===== src/rtl/fetch_ctrl_pkg.sv =====
// rtl/fetch_ctrl_pkg.sv - widths, reset PC and FSM encodings for the fetch sequencer
package fetch_ctrl_pkg;

  localparam int unsigned ADDR_WIDTH = 32;
  localparam int unsigned INST_WIDTH = 32;
  localparam logic [ADDR_WIDTH-1:0] FC_RESET_PC = 32'h0000_0000;

  // One outstanding request: BOOT -> REQ -> WAIT -> REQ, DROP swallows a stale response
  typedef enum logic [1:0] {
    FC_BOOT = 2'd0,
    FC_REQ  = 2'd1,
    FC_WAIT = 2'd2,
    FC_DROP = 2'd3
  } fc_state_e;

endpackage


===== src/rtl/fetch_ctrl_if.sv =====
// rtl/fetch_ctrl_if.sv - instruction memory request/response bus
import fetch_ctrl_pkg::*;

interface fetch_ctrl_if;

  logic                  imem_req_o;
  logic [ADDR_WIDTH-1:0] imem_addr_o;
  logic                  imem_gnt_i;
  logic                  imem_rvalid_i;
  logic [INST_WIDTH-1:0] imem_rdata_i;

  // Fetch side issues requests and receives grant/response
  modport master (
    output imem_req_o,
    output imem_addr_o,
    input  imem_gnt_i,
    input  imem_rvalid_i,
    input  imem_rdata_i
  );

  // Memory side accepts requests and returns instruction words
  modport slave (
    input  imem_req_o,
    input  imem_addr_o,
    output imem_gnt_i,
    output imem_rvalid_i,
    output imem_rdata_i
  );

endinterface


===== src/rtl/fetch_ctrl.sv =====
// rtl/fetch_ctrl.sv - PC owner and IMEM fetch sequencer; FETCH_PERF_CNT_EN adds stall/drop counters
import fetch_ctrl_pkg::*;

module fetch_ctrl #(
  parameter logic [ADDR_WIDTH-1:0] RESET_PC = FC_RESET_PC
) (
  input  logic                  clk_i,
  input  logic                  rst_ni,
  input  logic                  stall_i,
  input  logic                  trap_i,
  input  logic [ADDR_WIDTH-1:0] trap_pc_i,
  input  logic                  branch_i,
  input  logic [ADDR_WIDTH-1:0] branch_pc_i,
  fetch_ctrl_if.master          imem,
  output logic [ADDR_WIDTH-1:0] pc_o,
  output logic                  inst_valid_o,
  output logic [INST_WIDTH-1:0] inst_o,
  output logic [ADDR_WIDTH-1:0] inst_pc_o
`ifdef FETCH_PERF_CNT_EN
  ,
  output logic [31:0]           perf_stall_cnt_o,
  output logic [31:0]           perf_drop_cnt_o
`endif
);

  fc_state_e             state_q, state_d;
  logic [ADDR_WIDTH-1:0] pc_q, pc_d;
  logic [ADDR_WIDTH-1:0] gaddr_q, gaddr_d;
  logic                  inst_valid_q, inst_valid_d;
  logic [INST_WIDTH-1:0] inst_q, inst_d;
  logic [ADDR_WIDTH-1:0] inst_pc_q, inst_pc_d;

  logic                  redirect;
  logic [ADDR_WIDTH-1:0] target;
  logic                  buf_full;
  logic                  req;
  logic                  fire;
  logic                  capture;

  // Redirect priority mux (trap beats branch) and request/response qualifiers
  always_comb begin
    redirect = trap_i | branch_i;
    target   = trap_i ? trap_pc_i : branch_pc_i;
    // Holding an instruction decode won't take: a new response would have nowhere to go
    buf_full = inst_valid_q & stall_i;
    req      = (state_q == FC_REQ) & ~buf_full;
    fire     = req & imem.imem_gnt_i;
    // A redirect in the same cycle as the response makes that response stale
    capture  = (state_q == FC_WAIT) & imem.imem_rvalid_i & ~redirect;
  end

  // State register and datapath flops
  always_ff @(posedge clk_i or negedge rst_ni) begin
    if (!rst_ni) begin
      state_q      <= FC_BOOT;
      pc_q         <= RESET_PC;
      gaddr_q      <= '0;
      inst_valid_q <= 1'b0;
      inst_q       <= '0;
      inst_pc_q    <= '0;
    end else begin
      state_q      <= state_d;
      pc_q         <= pc_d;
      gaddr_q      <= gaddr_d;
      inst_valid_q <= inst_valid_d;
      inst_q       <= inst_d;
      inst_pc_q    <= inst_pc_d;
    end
  end

  // Next-state logic; a response in BOOT/REQ is a leftover from before reset and is ignored
  always_comb begin
    state_d = state_q;
    unique case (state_q)
      FC_BOOT: state_d = FC_REQ;
      FC_REQ: begin
        if (fire) state_d = redirect ? FC_DROP : FC_WAIT;
      end
      FC_WAIT: begin
        if (imem.imem_rvalid_i) state_d = FC_REQ;
        else if (redirect)      state_d = FC_DROP;
      end
      FC_DROP: begin
        if (imem.imem_rvalid_i) state_d = FC_REQ;
      end
      default: state_d = FC_BOOT;
    endcase
  end

  // PC update, granted-address tracking and instruction buffer
  always_comb begin
    pc_d         = pc_q;
    gaddr_d      = gaddr_q;
    inst_valid_d = inst_valid_q;
    inst_d       = inst_q;
    inst_pc_d    = inst_pc_q;

    if (redirect)  pc_d = target;
    else if (fire) pc_d = pc_q + ADDR_WIDTH'(4);

    if (fire) gaddr_d = pc_q;

    // Flush on redirect regardless of stall; otherwise a fresh word overwrites, an idle cycle consumes
    if (redirect) begin
      inst_valid_d = 1'b0;
    end else if (capture) begin
      inst_valid_d = 1'b1;
      inst_d       = imem.imem_rdata_i;
      inst_pc_d    = gaddr_q;
    end else if (!stall_i) begin
      inst_valid_d = 1'b0;
    end
  end

  // Output drive
  always_comb begin
    imem.imem_req_o  = req;
    imem.imem_addr_o = pc_q;
    pc_o             = pc_q;
    inst_valid_o     = inst_valid_q;
    inst_o           = inst_q;
    inst_pc_o        = inst_pc_q;
  end

`ifdef FETCH_PERF_CNT_EN
  logic        drop_rsp;
  logic [31:0] stall_cnt_q, stall_cnt_d;
  logic [31:0] drop_cnt_q, drop_cnt_d;

  // Count held-instruction stall cycles and responses thrown away after a redirect
  always_comb begin
    drop_rsp    = imem.imem_rvalid_i &
                  ((state_q == FC_DROP) | ((state_q == FC_WAIT) & redirect));
    stall_cnt_d = stall_cnt_q + {31'd0, buf_full};
    drop_cnt_d  = drop_cnt_q + {31'd0, drop_rsp};
  end

  // Counter flops, free-running and wrapping
  always_ff @(posedge clk_i or negedge rst_ni) begin
    if (!rst_ni) begin
      stall_cnt_q <= '0;
      drop_cnt_q  <= '0;
    end else begin
      stall_cnt_q <= stall_cnt_d;
      drop_cnt_q  <= drop_cnt_d;
    end
  end

  assign perf_stall_cnt_o = stall_cnt_q;
  assign perf_drop_cnt_o  = drop_cnt_q;
`else
  // Counters absent in this build
`endif

endmodule


===== src/flat_wrapper.sv =====
// flat-port wrapper written by rule: the top's interface ports become plain ports
module fetch_ctrl_flat 
#(
  parameter logic [ADDR_WIDTH-1:0] RESET_PC = FC_RESET_PC
)
  (clk_i, rst_ni, stall_i, trap_i, trap_pc_i, branch_i, branch_pc_i, pc_o, inst_valid_o, inst_o, inst_pc_o, imem_imem_req_o, imem_imem_addr_o, imem_imem_gnt_i, imem_imem_rvalid_i, imem_imem_rdata_i);
  fetch_ctrl_if imem_i ();
  input  logic clk_i;
  input  logic rst_ni;
  input  logic stall_i;
  input  logic trap_i;
  input  logic [ADDR_WIDTH-1:0] trap_pc_i;
  input  logic branch_i;
  input  logic [ADDR_WIDTH-1:0] branch_pc_i;
  output logic [ADDR_WIDTH-1:0] pc_o;
  output logic inst_valid_o;
  output logic [INST_WIDTH-1:0] inst_o;
  output logic [ADDR_WIDTH-1:0] inst_pc_o;
  output wire logic [$bits(imem_i.imem_req_o)-1:0] imem_imem_req_o;
  output wire logic [$bits(imem_i.imem_addr_o)-1:0] imem_imem_addr_o;
  input wire logic [$bits(imem_i.imem_gnt_i)-1:0] imem_imem_gnt_i;
  input wire logic [$bits(imem_i.imem_rvalid_i)-1:0] imem_imem_rvalid_i;
  input wire logic [$bits(imem_i.imem_rdata_i)-1:0] imem_imem_rdata_i;
  assign imem_imem_req_o = imem_i.imem_req_o;
  assign imem_imem_addr_o = imem_i.imem_addr_o;
  assign imem_i.imem_gnt_i = imem_imem_gnt_i;
  assign imem_i.imem_rvalid_i = imem_imem_rvalid_i;
  assign imem_i.imem_rdata_i = imem_imem_rdata_i;
  fetch_ctrl #(.RESET_PC(RESET_PC)) u_core (.clk_i(clk_i), .rst_ni(rst_ni), .stall_i(stall_i), .trap_i(trap_i), .trap_pc_i(trap_pc_i), .branch_i(branch_i), .branch_pc_i(branch_pc_i), .imem(imem_i), .pc_o(pc_o), .inst_valid_o(inst_valid_o), .inst_o(inst_o), .inst_pc_o(inst_pc_o));
endmodule

===== config.mk =====
export PLATFORM = sky130hd
export DESIGN_NAME = fetch_ctrl_flat
export DESIGN_NICKNAME = d
export VERILOG_FILES = /design/src/rtl/fetch_ctrl_pkg.sv /design/src/rtl/fetch_ctrl_if.sv /design/src/rtl/fetch_ctrl.sv /design/src/flat_wrapper.sv
export SDC_FILE = /design/constraint.sdc
export NUM_CORES = 1
export LEC_CHECK = 0
export CAP_MARGIN = 20
export CORE_MARGIN = 4
export CORE_UTILIZATION = 40
export DETAILED_ROUTE_END_ITERATION = 10
export PLACE_DENSITY = 0.77
export SLEW_MARGIN = 20
export SYNTH_ARGS = -nofsm -noshare
export SYNTH_HDL_FRONTEND = slang
export SYNTH_SLANG_ARGS = --single-unit

===== constraint.sdc =====
create_clock -name clk_i -period 2 [get_ports clk_i]
set_input_delay 0.4 -clock clk_i [delete_from_list [all_inputs] [get_ports clk_i]]
set_output_delay 0.4 -clock clk_i [all_outputs]
set_load 0.005 [all_outputs]

* Word level (Yosys, flattened, before mapping) *
Cells that the tools add are included.

storage, ports and cells
  register bits after elaboration = 131
  bits of input ports = 103

operators by class
  bitwise operators = 8
  equality and inequality tests = 7
  $add $sub $neg = 1
  multiplexer cells = 12
  reductions and logical operators = 4

operators by type and width
  cell                   number
  $mux 32                3
  $add 32x3->32 const B  1
  $mux 2                 4
  $pmux 2 s4             1
  $and 1x1->1            5
  $eq 2x2->1 const B     2
  $mux 1                 4
  $ne 3x1->1 const B     1
  $ne 3x2->1 const B     1
  $reduce_and 3->1       1
  $eq 2x1->1 const B     1
  $logic_not 2->1        1
  $ne 2x1->1 const B     1
  $ne 2x2->1 const B     1
  $not 1->1              2
  $reduce_and 2->1       1
  $reduce_bool 2->1      1
  $or 1x1->1             1

* Logic depth before layout (Yosys ltp) *
Gate-level depths: netlist (run 1).

  depth in word-level cells = 6
  depth in mapped cells = 10

* Worst setup path after synthesis (run 1) *
Ideal clock, no wire load.

  path kind = flip-flop to flip-flop
  start = register u_core.state_q[1]
  end = register u_core.pc_q[12] (netlist: u_core.imem.imem_addr_o[12])
  arrival = 1,880 ps
  stages on the path, launching flop included = 7
  slack = 51 ps
  required time = 1,931 ps
  clock period less this slack = 1,949 ps
  path through = dfrtp_1 > inv_1 > ha_1 > a21bo_2 > or4_4 > or4_1 > nand3_1

between the ends
  word-level cells in the longest chain between the ends = 4

ends and longest elaborated chain
  item                         RTL line          text
  start, declared              fetch_ctrl.sv:26  fc_state_e state_q, state_d;
  start signal, assigned       fetch_ctrl.sv:62  state_q <= state_d;
  $eq 2x1->1                   fetch_ctrl.sv:46  req = (state_q == FC_REQ) & ~buf_full;
  $and 1x1->1                  fetch_ctrl.sv:46
  $and 1x1->1                  fetch_ctrl.sv:47  fire = req & imem.imem_gnt_i;
  $reduce_bool 2->1 (no line)  -
  end signal, assigned         fetch_ctrl.sv:63  pc_q <= pc_d;
  end, declared                fetch_ctrl.sv:27  logic [ADDR_WIDTH-1:0] pc_q, pc_d;

Every way passes these cells.
A chain may end at the register's enable or synchronous reset.

* Worst setup path in the final report (run 1) *
  start = register u_core.pc_q[2] (netlist: u_core.imem.imem_addr_o[2])
  end = register u_core.pc_q[12] (netlist: u_core.imem.imem_addr_o[12])

between the ends
  word-level cells in the longest chain between the ends = 3

ends and longest elaborated chain
  item           RTL line          text
  $add 32x3->32  fetch_ctrl.sv:99  else if (fire) pc_d = pc_q + ADDR_WIDTH'(4);
  $mux 32        fetch_ctrl.sv:99
  $mux 32        fetch_ctrl.sv:98  if (redirect) pc_d = target;

Every way passes these cells. The select of a mux whose other input is x is not followed.

==> summary.md, run 1 <==
| Metric | Value |
|---|---|
| Starting Density | `40.69%` |
| Via density | `5.248` |
| DRT iter0 DRCs | `375` |
| Die area | `17460 sq um` |
| Area growth, synth to finish | `54.90%` |
| CP endpoint kind | `register` |
| Final nets | `942` |
| Pwr Density | `around 1100 nW/um^2` |
| Cell area after synthesis | `6162 sq um` |
| Vias in the first global route | `around 5600` |
| Synth Instances | `576` |
| Worst Setup SP | `u_core.imem.imem_addr_o[2]` |
| CTS tree | `yes` |
| Share of the synthesized area in the top cell type | `53.20%` |
| I/O pin count | `233` |
| Final hold vios | `0` |
| Critical path endpoint | `u_core.imem.imem_addr_o[12]` |
| Final Cell Area | `approximately 9500 sq um` |
| Routed Antenna Nets | `0` |
| FP Rows | `45` |
| Hpwl dp | `14.09 mm` |
| Die Y | `132.1 um` |
| Worst hold slack | `about 0.41 ns` |
| Placed inst area | `between 8000 and 9000 sq um` |
| ANT cells | `0` |
| Post-Route Skew | `0.004737 ns` |
| Clock buffer depth | `2` |
| CTS Buf Count | `17` |
| Main flop type after synthesis | `dfrtp_1` |
| Die Wd | `approximately 130 um` |
| Gpl congestion | `0.8775` |
| Max VDD drop | `0.6175 mV` |
| Max incr delay on CP | `0.54 ns` |
| Post-synth cell types | `between 40 and 50` |
| Period utilisation layout | `a little over nine tenths` |
| Post-Syn Nets | `between 600 and 700` |
| R2R depth | `6` |
| Critical path arrival | `~2.3 ns` |
| #FFs+latches synth | `around 130` |
| Clk root buf | `clkbuf_16` |
| DRC errors left | `0` |
| Area contributors post-synth | `dfrtp_1 (53%), mux2_2 (12%), nand2_1 (6.8%)` |
| Outcome | `finished, final reports clean` |
| R2r startpoint | `u_core.imem.imem_addr_o[2]` |
| Post-synth EDFFs | `0` |
| Worst-Skew Late Latency | `0.41 ns` |
| Max_slew headroom | `70.28%` |
| Worst Tran Pin Value | `0.4431 ns` |
| Crit path buf inv count | `1` |
| CP Class | `register to register` |
| CP Max Fanout | `5` |
| R2R setup slack | `0.04 ns` |
| Max Clk Rate | `511.0 MHz` |
| First drt pass iteration count | `4` |
| First-pass GRT wire length | `29.68 mm` |
| Grt total ovfl | `0` |
| Antenna violations before repair | `3` |
| Clock-pin slew on the worst setup and hold paths | `roughly 0.060 ns` |
| Cell chain of the critical path | `ha_1, nand4_1, buf_4, or4_4, or4_1, nand3_1` |
| Vias | `5432` |
| Maxcap violations | `0` |
| Post-route minimum period | `a little under 2 ns` |
| Synthesized area per cell | `10.70 sq um` |
| Pin count of the biggest net entering global routing | `47` |
| Slew Limit Fails | `0` |
| Cell type with the largest total area after synthesis | `dfrtp_1` |
| Final setup violation count | `0` |
| Core area | `15150 sq um` |
| Clock sinks | `131` |
| Wirelength per Cell | `17.86 um` |
| GRT Total Usage | `21.14%` |
| Drt total wl | `18.49 mm` |
| CP required | `2.35 ns` |
| H-tree depth | `4` |
| Leakage | `approximately 0.0042 uW` |
| Crit-path slowest cell | `or4_4` |
| Worst r2r dst | `u_core.imem.imem_addr_o[12]` |
| Post-synthesis sequential area ratio | `53.20%` |
| Worst min path class | `input port to register` |
| Worst setup SP type | `register` |
| Post-Route Setup TNS | `0 ns` |
| CP delay by family, top | `simple AND/OR/NAND/NOR gates` |
| Share of cells above drive strength 1 | `21.84%` |
| Cell count along the critical path | `6` |
| Post-synthesis async set-or-reset flop share | `100.0%` |
| Ys Warns | `0` |
| Port bufs | `232` |
-- state kept, by name, indices dropped and copies added (netlist names) --
| signal | count |
|---|---|
| u_core.imem.imem_addr_o | 32 |
| u_core.inst_valid_o | 1 |
| u_core.state_q | 2 |
| u_core.inst_pc_o | 32 |
| u_core.inst_o | 32 |
| u_core.gaddr_q | 32 |
-- final cells by class --
type                       count  area [sq um]
clock buffer                  19         442.9
clock inverter                12         110.1
fill                        1172          5600
inverter                      11         41.29
multi-input combinational    374          2531
sequential                   131          3279
tap                          188         235.2
timing repair buffer         300          2905
-- layer usage --
metal	vias up	track usage (%)	share of wire (%)
met5	-	0	0.29
met4	6	6.418	1.6
met3	31	7.061	7.9
met2	239	34.78	48
met1	2654	26.52	42
li1	2502	-	-
-- layout by cell type (no fill, tap or decap), types with 6 or more instances in the layout --
cell,instances
nand3_1,14
mux2_2,67
nor2_1,11
nor2b_1,13
xor2_1,12
clkdlybuf4s50_1,229
a211oi_1,13
mux2i_1,6
clkbuf_16,17
nand4_1,12
inv_1,10
o21ai_0,16
nand2_1,110
buf_4,60
buf_12,6
dfrtp_1,130
nor3_1,6
a21oi_1,27
-- how the worst min path moves through the flow --
stage	slack, ns	cells after the start	end	from
4_1_cts	0.38	2	u_core.imem.imem_addr_o[2]	trap_i
3_5_place_dp	0.36	1	u_core.inst_o[23]	rst_ni
6_report	0.41	2	u_core.imem.imem_addr_o[2]	trap_i
5_1_grt	0.44	3	u_core.imem.imem_addr_o[17]	trap_i
2_1_floorplan	0.10	0	u_core.gaddr_q[0]	rst_ni
3_3_place_gp	0.35	1	u_core.inst_o[31]	rst_ni
-- Yosys cell counts (all sizes together), types with 7 or more instances --
cell	count
nor2b	13
buf	45
o21ai	16
dfrtp	131
nor2	13
nor3	7
nand2	111
nand4	12
xor2	12
mux2	67
nand3	16
a21oi	27
inv	11
a211oi	13
clkbuf	15
-- repair_timing --
item | CTS | global route
pin swaps | 0 | 5
buffers inserted | 0 | 4
resized for setup | 7 | 5
endpoints found under the setup margin | 3 | 14
hold buffers | 1 | 0
endpoints found under the hold margin | 43 | 0
-- metrics by stage --
step                      std cells  utilization, %  setup slack, ns  power, uW
after detailed placement        999           58.93          -0.2480       8139
after floorplan                 576               -          0.05127       5703
after global placement          999           58.93          -0.2027       7968
final                          1035           63.02          0.04317      10960
after CTS                      1031           62.78         0.008600      11060
after global routing           1035           63.02         -0.02749      11620
-- power by group --
group	internal (uW)	total, uW	leakage [uW]	switching, uW
combinational	2450	3910	0.00230	1470
sequential	3620	4170	0.00166	550
clock	1730	2870	0.000261	1140
-- cells by family (layout without fill, tap and decap cells) --
logic type	Yosys count	count (layout)	share of synthesized area, %
and+or+nand+nor	192	192	14.84
DFF	131	131	53.20
AOI/OAI and AO/OA	89	89	9.219
muxes	73	73	13.22
buffers and inverters	71	342	6.437
xor gates and xnor gates	16	16	2.274
adders and majority gates	4	4	0.8122
(Power assumes the default switching activity.)
==> run 2, diff against run 1 <==
SLEW_MARGIN = unset   (was 20)
==> results of run 2 <==
Final layout, timing and power as in run 1 (identical DEF).
==> run 3, diff against run 2 <==
CORE_UTILIZATION = 48   (was 40)
PLACE_DENSITY = 0.86   (was 0.77)
clock period = 2.4 ns   (was 2 ns; I/O delays follow)
==> run 3 against run 2 <==
Compared with the run above:
- clock-buffer cell count did not move
- critical path depth shrank 1
- critical path type is now register to output pin
- highest routed layer unchanged
- die area decreased by 16%
- largest cell class unchanged
==> summary.md, run 3 (same netlist as run 1, synthesis figures left out) <==
| Metric | Value |
|---|---|
| Clock buffer depth | `2 (unchanged)` |
| Die Y | `121.3 um (-8.2%)` |
| Grt total ovfl | `0 (unchanged)` |
| Clock sinks | `131 (unchanged)` |
| ANT cells | `0 (unchanged)` |
| Final core utilization | `73.23% (+10 points)` |
| Period utilisation layout | `94.26%` |
| CP endpoint kind | `output pin` |
| Gpl congestion | `0.8511 (-3.0%)` |
| First drt pass iteration count | `5 (+1)` |
| Leakage | `0.004058 uW (-4.0%)` |
| Final setup violation count | `0 (unchanged)` |
| I/O pin count | `233 (unchanged)` |
| Clk root buf | `clkbuf_16` |
| Area growth, synth to finish | `49.97%` |
| Routed Antenna Nets | `0 (unchanged)` |
| H-tree depth | `4 (unchanged)` |
| Die Wd | `121.3 um (-8.2%)` |
| Fillers | `876 (-25%)` |
| FP Rows | `41 (-8.9%)` |
| Vias in the first global route | `5418 (-2.6%)` |
| Vias | `5333 (-1.8%)` |
| Via density | `5.420 (+3.3%)` |
| First-pass GRT wire length | `28.69 mm (-3.3%)` |
| DRC errors left | `0 (unchanged)` |
| Most frequent cell on the critical path | `inv_1` |
| Wirelength per Cell | `18.62 um (+4.3%)` |
| Cell chain of the critical path | `inv_1, ha_2, a21bo_2, inv_1, dlygate4sd2_1` |
| Antenna violations before repair | `1 (-2)` |
| Worst setup SP type | `register` |
| Crit-path slowest cell | `dfrtp_1` |
| Post-Route Setup TNS | `0 ns (unchanged)` |
| Pwr Density | `989.9 nW/um^2 (-14%)` |
| Drt total wl | `18.32 mm (-0.88%)` |
| Commonest non-fill, non-tap cell in the layout | `clkdlybuf4s50_1` |
| CTS Buf Count | `17 (unchanged)` |
| RSZ-0062 raised after global routing | `no` |
| CP required | `1.92 ns (-0.43 ns)` |
| Slew Limit Fails | `0 (unchanged)` |
| Slack of the critical path | `0.1378 ns (+0.09459 ns)` |
| Outcome | `finished, final reports clean` |
| Clock-pin slew on the worst setup and hold paths | `0.06 ns (about the same)` |
| Post-Route Skew | `0.01071 ns (+0.005972 ns)` |
| Post-route minimum period | `approximately 2.3 ns` |
| Max incr delay on CP | `0.42 ns (-0.12 ns)` |
| Pin count of the biggest net entering global routing | `60 (+28%)` |
| Total setup buffers inserted after CTS | `0 (unchanged)` |
| Maxcap violations | `0 (unchanged)` |
| Final hold vios | `0 (unchanged)` |
| R2R depth | `6 (unchanged)` |
| CP Class | `register to output pin` |
| Worst-Skew Late Latency | `0.41 ns (about the same)` |
| Worst min path class | `register to register` |
| Hpwl dp | `13.62 mm (-3.3%)` |
| GRT Total Usage | `24.84% (+3.7 points)` |
| CTS tree | `yes` |
| Max VDD drop | `0.6098 mV (-1.2%)` |
| Min-Delay Path Depth | `2 (unchanged)` |
| Max Clk Rate | `442.0 MHz` |
| Die area | `14710 sq um (-16%)` |
| Pwr Total | `9148 uW (-17%)` |
| Port bufs | `232 (unchanged)` |
| Worst hold slack | `0.4661 ns (+0.05678 ns)` |
| Final nets | `907 (-3.7%)` |
| CP Max Fanout | `6 (+1)` |
| Worst Tran Pin Value | `0.7004 ns (+0.2573 ns)` |
| Most frequent cells in the layout | `clkdlybuf4s50_1 (229), dfrtp_1 (131), nand2_1 (110)` |
| Starting Density | `48.83% (+8.1 points)` |
| Core area | `12620 sq um (-17%)` |
| DRT iter0 DRCs | `537 (+43%)` |
| Share of cells above drive strength 1 | `17.86% (-4.0 points)` |
| Pre-CTS setup slack | `0.01812 ns (+0.2661 ns)` |
| Critical path arrival | `1.78 ns (-0.52 ns)` |
| Max_slew headroom | `53.21% (-17 points)` |
## run 3: final cells by class
class	count	area, sq um	area share [%]
Sequential cell	131	3278	35.47
Inverter	11	41.29	0.4468
Multi-Input combinational cell	374	2504	27.09
Clock buffer	19	452.9	4.901
Timing Repair Buffer	265	2618	28.32
Tap cell	172	215.2	2.329
Clock inverter	12	132.6	1.435
## run 3: critical path, delay by kind of cell (launching register included)
kind                       cells  cell delay, ns
AOI/OAI and AO/OA              1            0.29
buffers and inverters          3            0.45
adders and majority gates      1            0.22
DFF                            1            0.42
## run 3: power by group
part           switching (uW)  total (uW)  internal, uW
registers                 531        3550          3020
logic                    1170        3070          1900
clock network             951        2530          1580
total                    2660        9150          6490
## run 3: worst paths after layout
kind | from | end | slack (ns)
min reg2reg | u_core.gaddr_q[14] | u_core.gaddr_q[14] | 0.47
min in group asynchronous | rst_ni | u_core.inst_o[23] | 0.55
max reg2reg | u_core.state_q[1] | u_core.imem.imem_addr_o[12] | 0.22
min | u_core.gaddr_q[14] | u_core.gaddr_q[14] | 0.47
max | u_core.state_q[1] | imem_imem_req_o | 0.14
max in group asynchronous | rst_ni | u_core.inst_o[10] | 1.10
## run 3: metal layers
metal	track usage, %	part of all wire (%)	up-vias
met3	7.646	9.1	39
met2	40.07	48	303
met5	0	0.071	-
li1	-	-	2428
met4	8.683	2.1	2
met1	31.80	41	2561
## run 3: metrics by stage
step / cell area (sq um) / instances
finish: 9241 / 984
global route: 9241 / 984
CTS: 9241 / 984
detailed placement: 8645 / 952
global placement: 8645 / 952
floorplan: 6162 / 576
## run 3: what timing repair did
item	in CTS	in global routing
resized for setup	2	0
hold buffers	1	0
endpoints found under the hold margin	39	0
setup endpoints to repair	1	0
